**config.mk**
```make
export PLATFORM = sky130hd
export DESIGN_NAME = sdram_port_arbiter_flat
export DESIGN_NICKNAME = d
export VERILOG_FILES = /design/src/rtl/sdram_port_arbiter_if.sv /design/src/rtl/sdram_port_arbiter.sv /design/src/flat_wrapper.sv
export SDC_FILE = /design/constraint.sdc
export NUM_CORES = 1
export LEC_CHECK = 0
export ABC_CLOCK_PERIOD_IN_PS = 4300
export BUFFER_PORTS_ARGS = -buffer_cell sky130_fd_sc_hd__clkbuf_2
export CELL_PAD_IN_SITES_DETAIL_PLACEMENT = 1
export CELL_PAD_IN_SITES_GLOBAL_PLACEMENT = 1
export CORE_ASPECT_RATIO = 1.75
export CORE_UTILIZATION = 37
export CTS_CLUSTER_SIZE = 28
export DETAILED_ROUTE_END_ITERATION = 12
export PLACE_DENSITY_LB_ADDON = 0.1
export SYNTH_ARGS = -nofsm -noshare
export SYNTH_HDL_FRONTEND = slang
export SYNTH_SLANG_ARGS = --single-unit
```
**constraint.sdc**
```tcl
create_clock -name sys_clk -period 4.3 [get_ports sys_clk]
set_input_delay 0.645 -clock sys_clk [delete_from_list [all_inputs] [get_ports sys_clk]]
set_output_delay 0.645 -clock sys_clk [all_outputs]
set_load 0.01 [all_outputs]
```
**src/rtl/sdram_port_arbiter_if.sv**
```systemverilog
`timescale 1ns/1ps
// Bundle of requester and SDRAM-controller handshake signals for sdram_port_arbiter.
// Modport master is the arbiter's view; modport slave is the requesters' and controller's view.
interface sdram_port_arbiter_if #(
   parameter int ADDR_W = 24,
   parameter int DATA_W = 16
);
   logic              a_req;
   logic              a_we;
   logic [ADDR_W-1:0] a_addr;
   logic [DATA_W-1:0] a_wdata;
   logic              a_ack;
   logic [DATA_W-1:0] a_rdata;

   logic              b_req;
   logic              b_we;
   logic [ADDR_W-1:0] b_addr;
   logic [DATA_W-1:0] b_wdata;
   logic              b_ack;
   logic [DATA_W-1:0] b_rdata;

   logic              mem_req;
   logic              mem_we;
   logic [ADDR_W-1:0] mem_addr;
   logic [DATA_W-1:0] mem_wdata;
   logic              mem_ack;
   logic [DATA_W-1:0] mem_rdata;
   logic              mem_busy;

   logic              grant_b;
   logic              err;

   modport master (
      input  a_req, a_we, a_addr, a_wdata,
      input  b_req, b_we, b_addr, b_wdata,
      input  mem_ack, mem_rdata, mem_busy,
      output a_ack, a_rdata, b_ack, b_rdata,
      output mem_req, mem_we, mem_addr, mem_wdata,
      output grant_b, err
   );

   modport slave (
      output a_req, a_we, a_addr, a_wdata,
      output b_req, b_we, b_addr, b_wdata,
      output mem_ack, mem_rdata, mem_busy,
      input  a_ack, a_rdata, b_ack, b_rdata,
      input  mem_req, mem_we, mem_addr, mem_wdata,
      input  grant_b, err
   );
endinterface

```
**src/rtl/sdram_port_arbiter.sv**
```systemverilog
`timescale 1ns/1ps
// Round-robin arbiter sharing one SDRAM controller word port between requesters A and B.
// Define SDRAM_ARB_TIMEOUT_EN to abort transactions the controller never acknowledges.
module sdram_port_arbiter #(
   parameter int ADDR_W  = 24,
   parameter int DATA_W  = 16,
   parameter int TIMEOUT = 255
) (
   input  logic                 sys_clk,
   input  logic                 sys_rst,
   sdram_port_arbiter_if.master bus
);

   typedef enum logic [1:0] {IDLE, ISSUE, DONE} state_t;

   state_t              state_q,     state_d;
   logic                mem_req_q,   mem_req_d;
   logic                mem_we_q,    mem_we_d;
   logic [ADDR_W-1:0]   mem_addr_q,  mem_addr_d;
   logic [DATA_W-1:0]   mem_wdata_q, mem_wdata_d;
   logic                a_ack_q,     a_ack_d;
   logic                b_ack_q,     b_ack_d;
   logic [DATA_W-1:0]   a_rdata_q,   a_rdata_d;
   logic [DATA_W-1:0]   b_rdata_q,   b_rdata_d;
   logic                last_b_q,    last_b_d;
   logic                grant_b_q,   grant_b_d;
   logic                take_b;
   logic                finish;
   logic [DATA_W-1:0]   ret_data;

   if (TIMEOUT < 1) begin : g_timeout_check
      $error("TIMEOUT must be at least 1");
   end

`ifdef SDRAM_ARB_TIMEOUT_EN
   localparam int CNT_W = (TIMEOUT < 256) ? 8 : $clog2(TIMEOUT + 1);
   logic [CNT_W-1:0]    cnt_q, cnt_d;
   logic                err_q, err_d;
`endif

   always_comb begin
      state_d     = state_q;
      mem_req_d   = mem_req_q;
      mem_we_d    = mem_we_q;
      mem_addr_d  = mem_addr_q;
      mem_wdata_d = mem_wdata_q;
      a_ack_d     = 1'b0;
      b_ack_d     = 1'b0;
      a_rdata_d   = a_rdata_q;
      b_rdata_d   = b_rdata_q;
      last_b_d    = last_b_q;
      grant_b_d   = grant_b_q;
      take_b      = 1'b0;
      finish      = 1'b0;
      ret_data    = bus.mem_rdata;
`ifdef SDRAM_ARB_TIMEOUT_EN
      cnt_d       = cnt_q;
      err_d       = err_q;
`endif

      case (state_q)
         IDLE: begin
            if (!bus.mem_busy && (bus.a_req || bus.b_req)) begin
               // Under contention the port not served last time wins.
               take_b      = bus.b_req && (!bus.a_req || !last_b_q);
               mem_we_d    = take_b ? bus.b_we    : bus.a_we;
               mem_addr_d  = take_b ? bus.b_addr  : bus.a_addr;
               mem_wdata_d = take_b ? bus.b_wdata : bus.a_wdata;
               mem_req_d   = 1'b1;
               last_b_d    = take_b;
               grant_b_d   = take_b;
               state_d     = ISSUE;
`ifdef SDRAM_ARB_TIMEOUT_EN
               cnt_d       = '0;
`endif
            end
         end
         ISSUE: begin
            if (bus.mem_ack) begin
               finish = 1'b1;
            end
`ifdef SDRAM_ARB_TIMEOUT_EN
            else if (cnt_q == CNT_W'(TIMEOUT - 1)) begin
               finish   = 1'b1;
               ret_data = '1;
               err_d    = 1'b1;
            end else begin
               cnt_d = cnt_q + 1'b1;
            end
`endif
         end
         DONE:    state_d = IDLE;
         default: state_d = IDLE;
      endcase

      // Completion is routed by the latched grant, never by the live req lines.
      if (finish) begin
         mem_req_d = 1'b0;
         state_d   = DONE;
         if (last_b_q) begin
            b_ack_d = 1'b1;
            if (!mem_we_q) b_rdata_d = ret_data;
         end else begin
            a_ack_d = 1'b1;
            if (!mem_we_q) a_rdata_d = ret_data;
         end
      end
   end

   always_ff @(posedge sys_clk or posedge sys_rst) begin
      if (sys_rst) begin
         state_q     <= IDLE;
         mem_req_q   <= 1'b0;
         mem_we_q    <= 1'b0;
         mem_addr_q  <= '0;
         mem_wdata_q <= '0;
         a_ack_q     <= 1'b0;
         b_ack_q     <= 1'b0;
         a_rdata_q   <= '0;
         b_rdata_q   <= '0;
         last_b_q    <= 1'b1;
         grant_b_q   <= 1'b0;
      end else begin
         state_q     <= state_d;
         mem_req_q   <= mem_req_d;
         mem_we_q    <= mem_we_d;
         mem_addr_q  <= mem_addr_d;
         mem_wdata_q <= mem_wdata_d;
         a_ack_q     <= a_ack_d;
         b_ack_q     <= b_ack_d;
         a_rdata_q   <= a_rdata_d;
         b_rdata_q   <= b_rdata_d;
         last_b_q    <= last_b_d;
         grant_b_q   <= grant_b_d;
      end
   end

`ifdef SDRAM_ARB_TIMEOUT_EN
   always_ff @(posedge sys_clk or posedge sys_rst) begin
      if (sys_rst) begin
         cnt_q <= '0;
         err_q <= 1'b0;
      end else begin
         cnt_q <= cnt_d;
         err_q <= err_d;
      end
   end

   assign bus.err = err_q;
`else
   assign bus.err = 1'b0;
`endif

   assign bus.mem_req   = mem_req_q;
   assign bus.mem_we    = mem_we_q;
   assign bus.mem_addr  = mem_addr_q;
   assign bus.mem_wdata = mem_wdata_q;
   assign bus.a_ack     = a_ack_q;
   assign bus.b_ack     = b_ack_q;
   assign bus.a_rdata   = a_rdata_q;
   assign bus.b_rdata   = b_rdata_q;
   assign bus.grant_b   = grant_b_q;

endmodule

```
**src/flat_wrapper.sv**
```systemverilog
// flat-port wrapper written by rule: the top's interface ports become plain ports
module sdram_port_arbiter_flat 
#(
   parameter int ADDR_W  = 24,
   parameter int DATA_W  = 16,
   parameter int TIMEOUT = 255
)
  (sys_clk, sys_rst, bus_a_req, bus_a_we, bus_a_addr, bus_a_wdata, bus_b_req, bus_b_we, bus_b_addr, bus_b_wdata, bus_mem_ack, bus_mem_rdata, bus_mem_busy, bus_a_ack, bus_a_rdata, bus_b_ack, bus_b_rdata, bus_mem_req, bus_mem_we, bus_mem_addr, bus_mem_wdata, bus_grant_b, bus_err);
  sdram_port_arbiter_if #(.ADDR_W(ADDR_W), .DATA_W(DATA_W)) bus_i ();
  input  logic sys_clk;
  input  logic sys_rst;
  input wire logic [$bits(bus_i.a_req)-1:0] bus_a_req;
  input wire logic [$bits(bus_i.a_we)-1:0] bus_a_we;
  input wire logic [$bits(bus_i.a_addr)-1:0] bus_a_addr;
  input wire logic [$bits(bus_i.a_wdata)-1:0] bus_a_wdata;
  input wire logic [$bits(bus_i.b_req)-1:0] bus_b_req;
  input wire logic [$bits(bus_i.b_we)-1:0] bus_b_we;
  input wire logic [$bits(bus_i.b_addr)-1:0] bus_b_addr;
  input wire logic [$bits(bus_i.b_wdata)-1:0] bus_b_wdata;
  input wire logic [$bits(bus_i.mem_ack)-1:0] bus_mem_ack;
  input wire logic [$bits(bus_i.mem_rdata)-1:0] bus_mem_rdata;
  input wire logic [$bits(bus_i.mem_busy)-1:0] bus_mem_busy;
  output wire logic [$bits(bus_i.a_ack)-1:0] bus_a_ack;
  output wire logic [$bits(bus_i.a_rdata)-1:0] bus_a_rdata;
  output wire logic [$bits(bus_i.b_ack)-1:0] bus_b_ack;
  output wire logic [$bits(bus_i.b_rdata)-1:0] bus_b_rdata;
  output wire logic [$bits(bus_i.mem_req)-1:0] bus_mem_req;
  output wire logic [$bits(bus_i.mem_we)-1:0] bus_mem_we;
  output wire logic [$bits(bus_i.mem_addr)-1:0] bus_mem_addr;
  output wire logic [$bits(bus_i.mem_wdata)-1:0] bus_mem_wdata;
  output wire logic [$bits(bus_i.grant_b)-1:0] bus_grant_b;
  output wire logic [$bits(bus_i.err)-1:0] bus_err;
  assign bus_i.a_req = bus_a_req;
  assign bus_i.a_we = bus_a_we;
  assign bus_i.a_addr = bus_a_addr;
  assign bus_i.a_wdata = bus_a_wdata;
  assign bus_i.b_req = bus_b_req;
  assign bus_i.b_we = bus_b_we;
  assign bus_i.b_addr = bus_b_addr;
  assign bus_i.b_wdata = bus_b_wdata;
  assign bus_i.mem_ack = bus_mem_ack;
  assign bus_i.mem_rdata = bus_mem_rdata;
  assign bus_i.mem_busy = bus_mem_busy;
  assign bus_a_ack = bus_i.a_ack;
  assign bus_a_rdata = bus_i.a_rdata;
  assign bus_b_ack = bus_i.b_ack;
  assign bus_b_rdata = bus_i.b_rdata;
  assign bus_mem_req = bus_i.mem_req;
  assign bus_mem_we = bus_i.mem_we;
  assign bus_mem_addr = bus_i.mem_addr;
  assign bus_mem_wdata = bus_i.mem_wdata;
  assign bus_grant_b = bus_i.grant_b;
  assign bus_err = bus_i.err;
  sdram_port_arbiter #(.ADDR_W(ADDR_W), .DATA_W(DATA_W), .TIMEOUT(TIMEOUT)) u_core (.sys_clk(sys_clk), .sys_rst(sys_rst), .bus(bus_i));
endmodule
```
# Word-level counts from Yosys, hierarchy flattened
# Index checks and enable logic that the tools add are counted.
word_totals:
  register_bits: 80
  output_inout_bits: 78
  word_cells: 46
op_classes:
  eq_ne: 3
  n_mux: 15
  bitwise: 2
  reduce_logical: 15
op_table:
  columns: ["cell", "count"]
  rows:
  - ["$mux 24", 1]
  - ["$mux 16", 1]
  - ["$mux 1", 10]
  - ["$reduce_and 2->1", 3]
  - ["$reduce_and 3->1", 2]
  - ["$mux 2", 2]
  - ["$pmux 2 s2", 1]
  - ["$reduce_bool 2->1", 2]
  - ["$logic_not 1->1", 3]
  - ["$ne 3x1->1 const B", 1]
  - ["$eq 2x1->1 const B", 1]
  - ["$logic_and 1x1->1", 2]
  - ["$logic_not 2->1", 1]
  - ["$logic_or 1x1->1", 2]
  - ["$ne 2x1->1 const B", 1]
  - ["$not 1->1", 2]

# Logic depth before layout (Yosys ltp)
logic_depth:
  word_depth: 5
  mapped_depth: 6

# Worst setup path after synthesis
# Ideal clock, no wire load.
synth_path:
  path_kind: "input -> register"
  start: "input bus_mem_ack"
  end: "register u_core.a_rdata_q[0], in the netlist u_core.bus.a_rdata[0]"
  t_arrival_ns: 1.527
  required_ns: 4.175
  setup_slack_ns: 2.648
  cell_stages: 4
  n_path_buf: 1
  cell_sequence: "nand3b_4 -> nor3_4 -> buf_4 -> mux2_2"
synth_between:
  elab_chain_len: 3
synth_rtl:
  columns: ["element", "line", "text"]
  rows:
  - ["start: declaration", "flat_wrapper.sv:20", "input wire logic [$bits(bus_i.mem_ack)-1:0] bus_mem_ack;"]
  - ["$mux 1", "sdram_port_arbiter.sv:79", "if (bus.mem_ack) begin"]
  - ["$mux 1", "sdram_port_arbiter.sv:61", "case (state_q)"]
  - ["$reduce_and 3->1 (no source line)", null, null]
  - ["end signal: assignment", "sdram_port_arbiter.sv:131", "a_rdata_q <= a_rdata_d;"]
  - ["end: declaration", "sdram_port_arbiter.sv:23", "logic [DATA_W-1:0] a_rdata_q, a_rdata_d;"]
# No other way between the ends.
# A chain may end at the register's enable or synchronous reset.

# Worst setup path after layout
layout_path:
  start: "register u_core.state_q[0]"
  end: "register u_core.mem_addr_q[20], in the netlist u_core.bus.mem_addr[20]"
layout_between:
  elab_chain_len: 2
layout_rtl:
  columns: ["element", "line", "text"]
  rows:
  - ["start: declaration", "sdram_port_arbiter.sv:16", "state_t state_q, state_d;"]
  - ["start signal: assignment", "sdram_port_arbiter.sv:124", "state_q <= state_d;"]
  - ["$logic_not 2->1", null, null]
  - ["$reduce_and 2->1 (no source line)", null, null]
  - ["end signal: assignment", "sdram_port_arbiter.sv:127", "mem_addr_q <= mem_addr_d;"]
  - ["end: declaration", "sdram_port_arbiter.sv:19", "logic [ADDR_W-1:0] mem_addr_q, mem_addr_d;"]
# No other way between the ends.

==> impl_metrics.csv <==
group,metric,value,unit
run_status,status,"finished, final reports clean",
placement,port_buffers,180,
timing,tightest_slew,1.23,ns
clock_network,tritoncts,"done",
worst_setup_path,endpoint_kind,"flop",
worst_setup_path,path_delay_family,"buffers and inverters",
power_and_ir_drop,p_leak,2.27,nW
cells_and_area,register_area,0.00200,mm2
drt,ant_nets,0,
placement,dp_slack,1.63,ns
cells_and_area,final_common_cell,"clkbuf_2",
worst_setup_path,crit_fanout,46,
timing,hold_viol,0,
drt,via_count,2809,
power_and_ir_drop,clkPwrFrac,0.254,
cells_and_area,fillers,981,
worst_setup_path,reg2reg_setup_slack,1.94,ns
cells_and_area,antenna_cells,0,
worst_setup_path,cpMaxStageDelayCell,"o21a_1",
worst_setup_path,path_cells,"nor3_4 > buf_4 > o21a_1 > buf_4 > a2bb2oi_1",
synth,synthXorXnorAreaFrac,0,
worst_setup_path,r2r-start,"u_core.state_q[0]",
floorplan,initial_core_util,0.385,
synth,syn_avg_cell_area,14.0,um2
timing,setup_viol,0,
clock_network,postCtsSetupRepairBufs,0,
synth,yosysTopAreaCell,"dfrtp_1",
clock_network,clockBufferDepth,2,
synth,synth_fp_nets,345,
drt,drc,0,
synth,yosysUniqueCellTypes,22,
clock_network,clock_latency,0.33,ns
placement,place.gp.congestion,0.744,
worst_setup_path,crit_buf_inv,2,
drt,vias_per_cell,5.28,
timing,rsz0062_at_grt,"false",
grt,grt.overflow.total,0,
clock_network,cts_num_sinks,80,
worst_setup_path,cpPeakStageDelay,0.53,ns
grt,grt_pass1_wl,15000,um
timing,relSlewSlack,0.178,
min_path,hold_class,"in2async",
timing,fin_skew,0.00367,ns
timing,setup_tns,0,ns
placement,dpl.hpwl,6720,um
floorplan,io_pins,182,
timing,fmax,424,MHz
power_and_ir_drop,pwr_density_cell,678,mW/mm2
synth,seq_area_frac_synth,0.593,
worst_setup_path,ff2ff_path_depth,5,
cells_and_area,drive_gt1_frac,0.573,
floorplan,num_rows,45,
synth,synth_top_family_by_area,"compound AO/OA/AOI/OAI gates",
power_and_ir_drop,combinationalPowerShare,0.344,
grt,globalRouteTotalUtil,0.208,
cells_and_area,final_nets,514,
floorplan,core-area,0.00878,mm2
cells_and_area,syn2layout_area_growth,37.5,%
power_and_ir_drop,swShare,0.322,
synth,synth_area,0.00338,mm2
timing,period_minus_slack,2.36,ns
synth,synth_mux_area_frac,0.107,
synth,synth-seq-cells,80,
drt,drtPass1Iterations,4,
cells_and_area,multi_input_area,0.00123,mm2
floorplan,die_width,74.2,um
timing,slew_viol_final,0,
clock_network,numCtsBuffers,9,
worst_setup_path,reg2reg_to,"u_core.bus.mem_addr[20]",
drt,wl_per_cell,17.8,um
synth,yosysWarnings,0,
synth,yosys.area.top_type_share,0.585,
grt,grt_antenna_before_repair,0,
floorplan,fp.dieArea,0.00953,mm2
timing,fin_crit_sh,0.549,
clock_network,path_clk_slew,0.06,ns
clock_network,cts-htree-levels,3,
clock_network,cts_hold_buffers,0,
synth,synth_simple_gate_area_frac,0.0285,
cells_and_area,layout_common_cells,"clkbuf_2 (180), dfrtp_1 (79), o32ai_1 (41), a2bb2oi_1 (41), mux2_2 (32)",
synth,syn_inst,241,
clock_network,post_cts_resized,0,
worst_setup_path,crit_top_cell,"buf_4",
power_and_ir_drop,seqPwrFrac,0.403,
worst_setup_path,cp-start-kind,"flop",
worst_setup_path,crit_required,4.54,ns
grt,grt_max_degree,47,
clock_network,cts_root_buf,"clkbuf_16",
synth,synth_area_leaders,"dfrtp_1 (58%), mux2_2 (11%), a2bb2oi_1 (11%)",
power_and_ir_drop,ir_drop,0.407,mV
drt,first_iter_violations,78,
worst_setup_path,crit_type,"reg2reg",
timing,layout_setup_ws,1.94,ns
power_and_ir_drop,p_int,2.13,mW
grt,grt_pass1_vias,3078,
run,maxCapViolCount,0,
drt,totalWireLength,9490,um
floorplan,die_h,128,um
worst_setup_path,critPathArrivalTime,2.60,ns
synth,synth_fa_ha_area_frac,0,
synth,synth-compound-area-share,0.228,
power_and_ir_drop,power_switching,1.02,mW
worst_setup_path,worstSetupPathDepth,5,
final cells by class:
| class | instances | area share |
|---|---|---|
| clock inverter | 2 | 0.00754 |
| timing repair buffer | 184 | 0.200 |
| sequential | 80 | 0.431 |
| clock buffer | 14 | 0.0611 |
| tap | 117 | 0.0315 |
| inverter | 3 | 0.00269 |
| multi-input combinational | 132 | 0.266 |
metal layers:
metal	up-vias	global-route usage	wire, um
li1	1291	-	-
met1	1382	0.230	3510
met2	115	0.363	5060
met3	21	0.0556	617
met4	0	0.0999	303
met5	-	0	0
worst max path at each step:
stage | startpoint | endpoint | slack (ns)
6_report | u_core.state_q[0] | u_core.bus.mem_addr[20] | 1.94
5_1_grt | u_core.state_q[1] | u_core.bus.mem_addr[20] | 1.72
4_1_cts | u_core.state_q[0] | u_core.bus.mem_addr[20] | 1.89
3_5_place_dp | bus_a_req | u_core.bus.mem_addr[20] | 1.63
3_3_place_gp | bus_a_req | u_core.bus.mem_wdata[13] | 1.67
2_1_floorplan | sys_rst | u_core.bus.a_ack | 1.60
sequential cells by signal, summed over array words and instances, names as in the netlist:
| name | cells |
|---|---|
| u_core.bus.mem_we | 1 |
| u_core.bus.mem_wdata | 16 |
| u_core.bus.grant_b | 1 |
| u_core.bus.b_rdata | 16 |
| u_core.bus.b_ack | 1 |
| u_core.bus.a_rdata | 16 |
| u_core.state_q | 2 |
| u_core.last_b_q | 1 |
| u_core.bus.a_ack | 1 |
| u_core.bus.mem_req | 1 |
| u_core.bus.mem_addr | 24 |
synthesized netlist by cell type (all sizes together):
cell type and instances:
nand3b 2, and2 1, a21oi 3, buf 11, nor2b 1, o32ai 41
a31oi 1, nor3 2, conb 1, a21o 2, a2bb2oi 41, mux2 32
nor2 3, dfstp 1, clkinv 1, a21bo 1, inv 2, o21a 1
clkbuf 15, dfrtp 79
logic make-up after synthesis:
family | count (synthesis)
buf+inv | 29
flops | 80
compound gates | 90
simple gates | 9
mux | 32
other cells | 1
through the flow:
stage,hold slack [ns],util,cell area [um2],power (mW),cells
6_report,0.416,0.529,4650,3.15,532
5_1_grt,0.477,0.529,4650,3.34,532
3_3_place_gp,0.463,0.493,4330,2.34,516
2_1_floorplan,0.518,-,3380,1.89,241
4_1_cts,0.450,0.529,4650,3.20,532
3_5_place_dp,0.481,0.493,4330,2.38,516
power groups by stage:
| stage | sequential, mW | combinational, mW | clock, mW |
|---|---|---|---|
| floorplan | 1.40 | 0.493 | 0 |
| global placement | 1.27 | 1.08 | 0 |
| detailed placement | 1.28 | 1.10 | 0 |
| CTS | 1.27 | 1.11 | 0.822 |
| global route | 1.32 | 1.17 | 0.850 |
| finish | 1.27 | 1.08 | 0.800 |
Note: power is estimated with default switching activity, not from simulation.
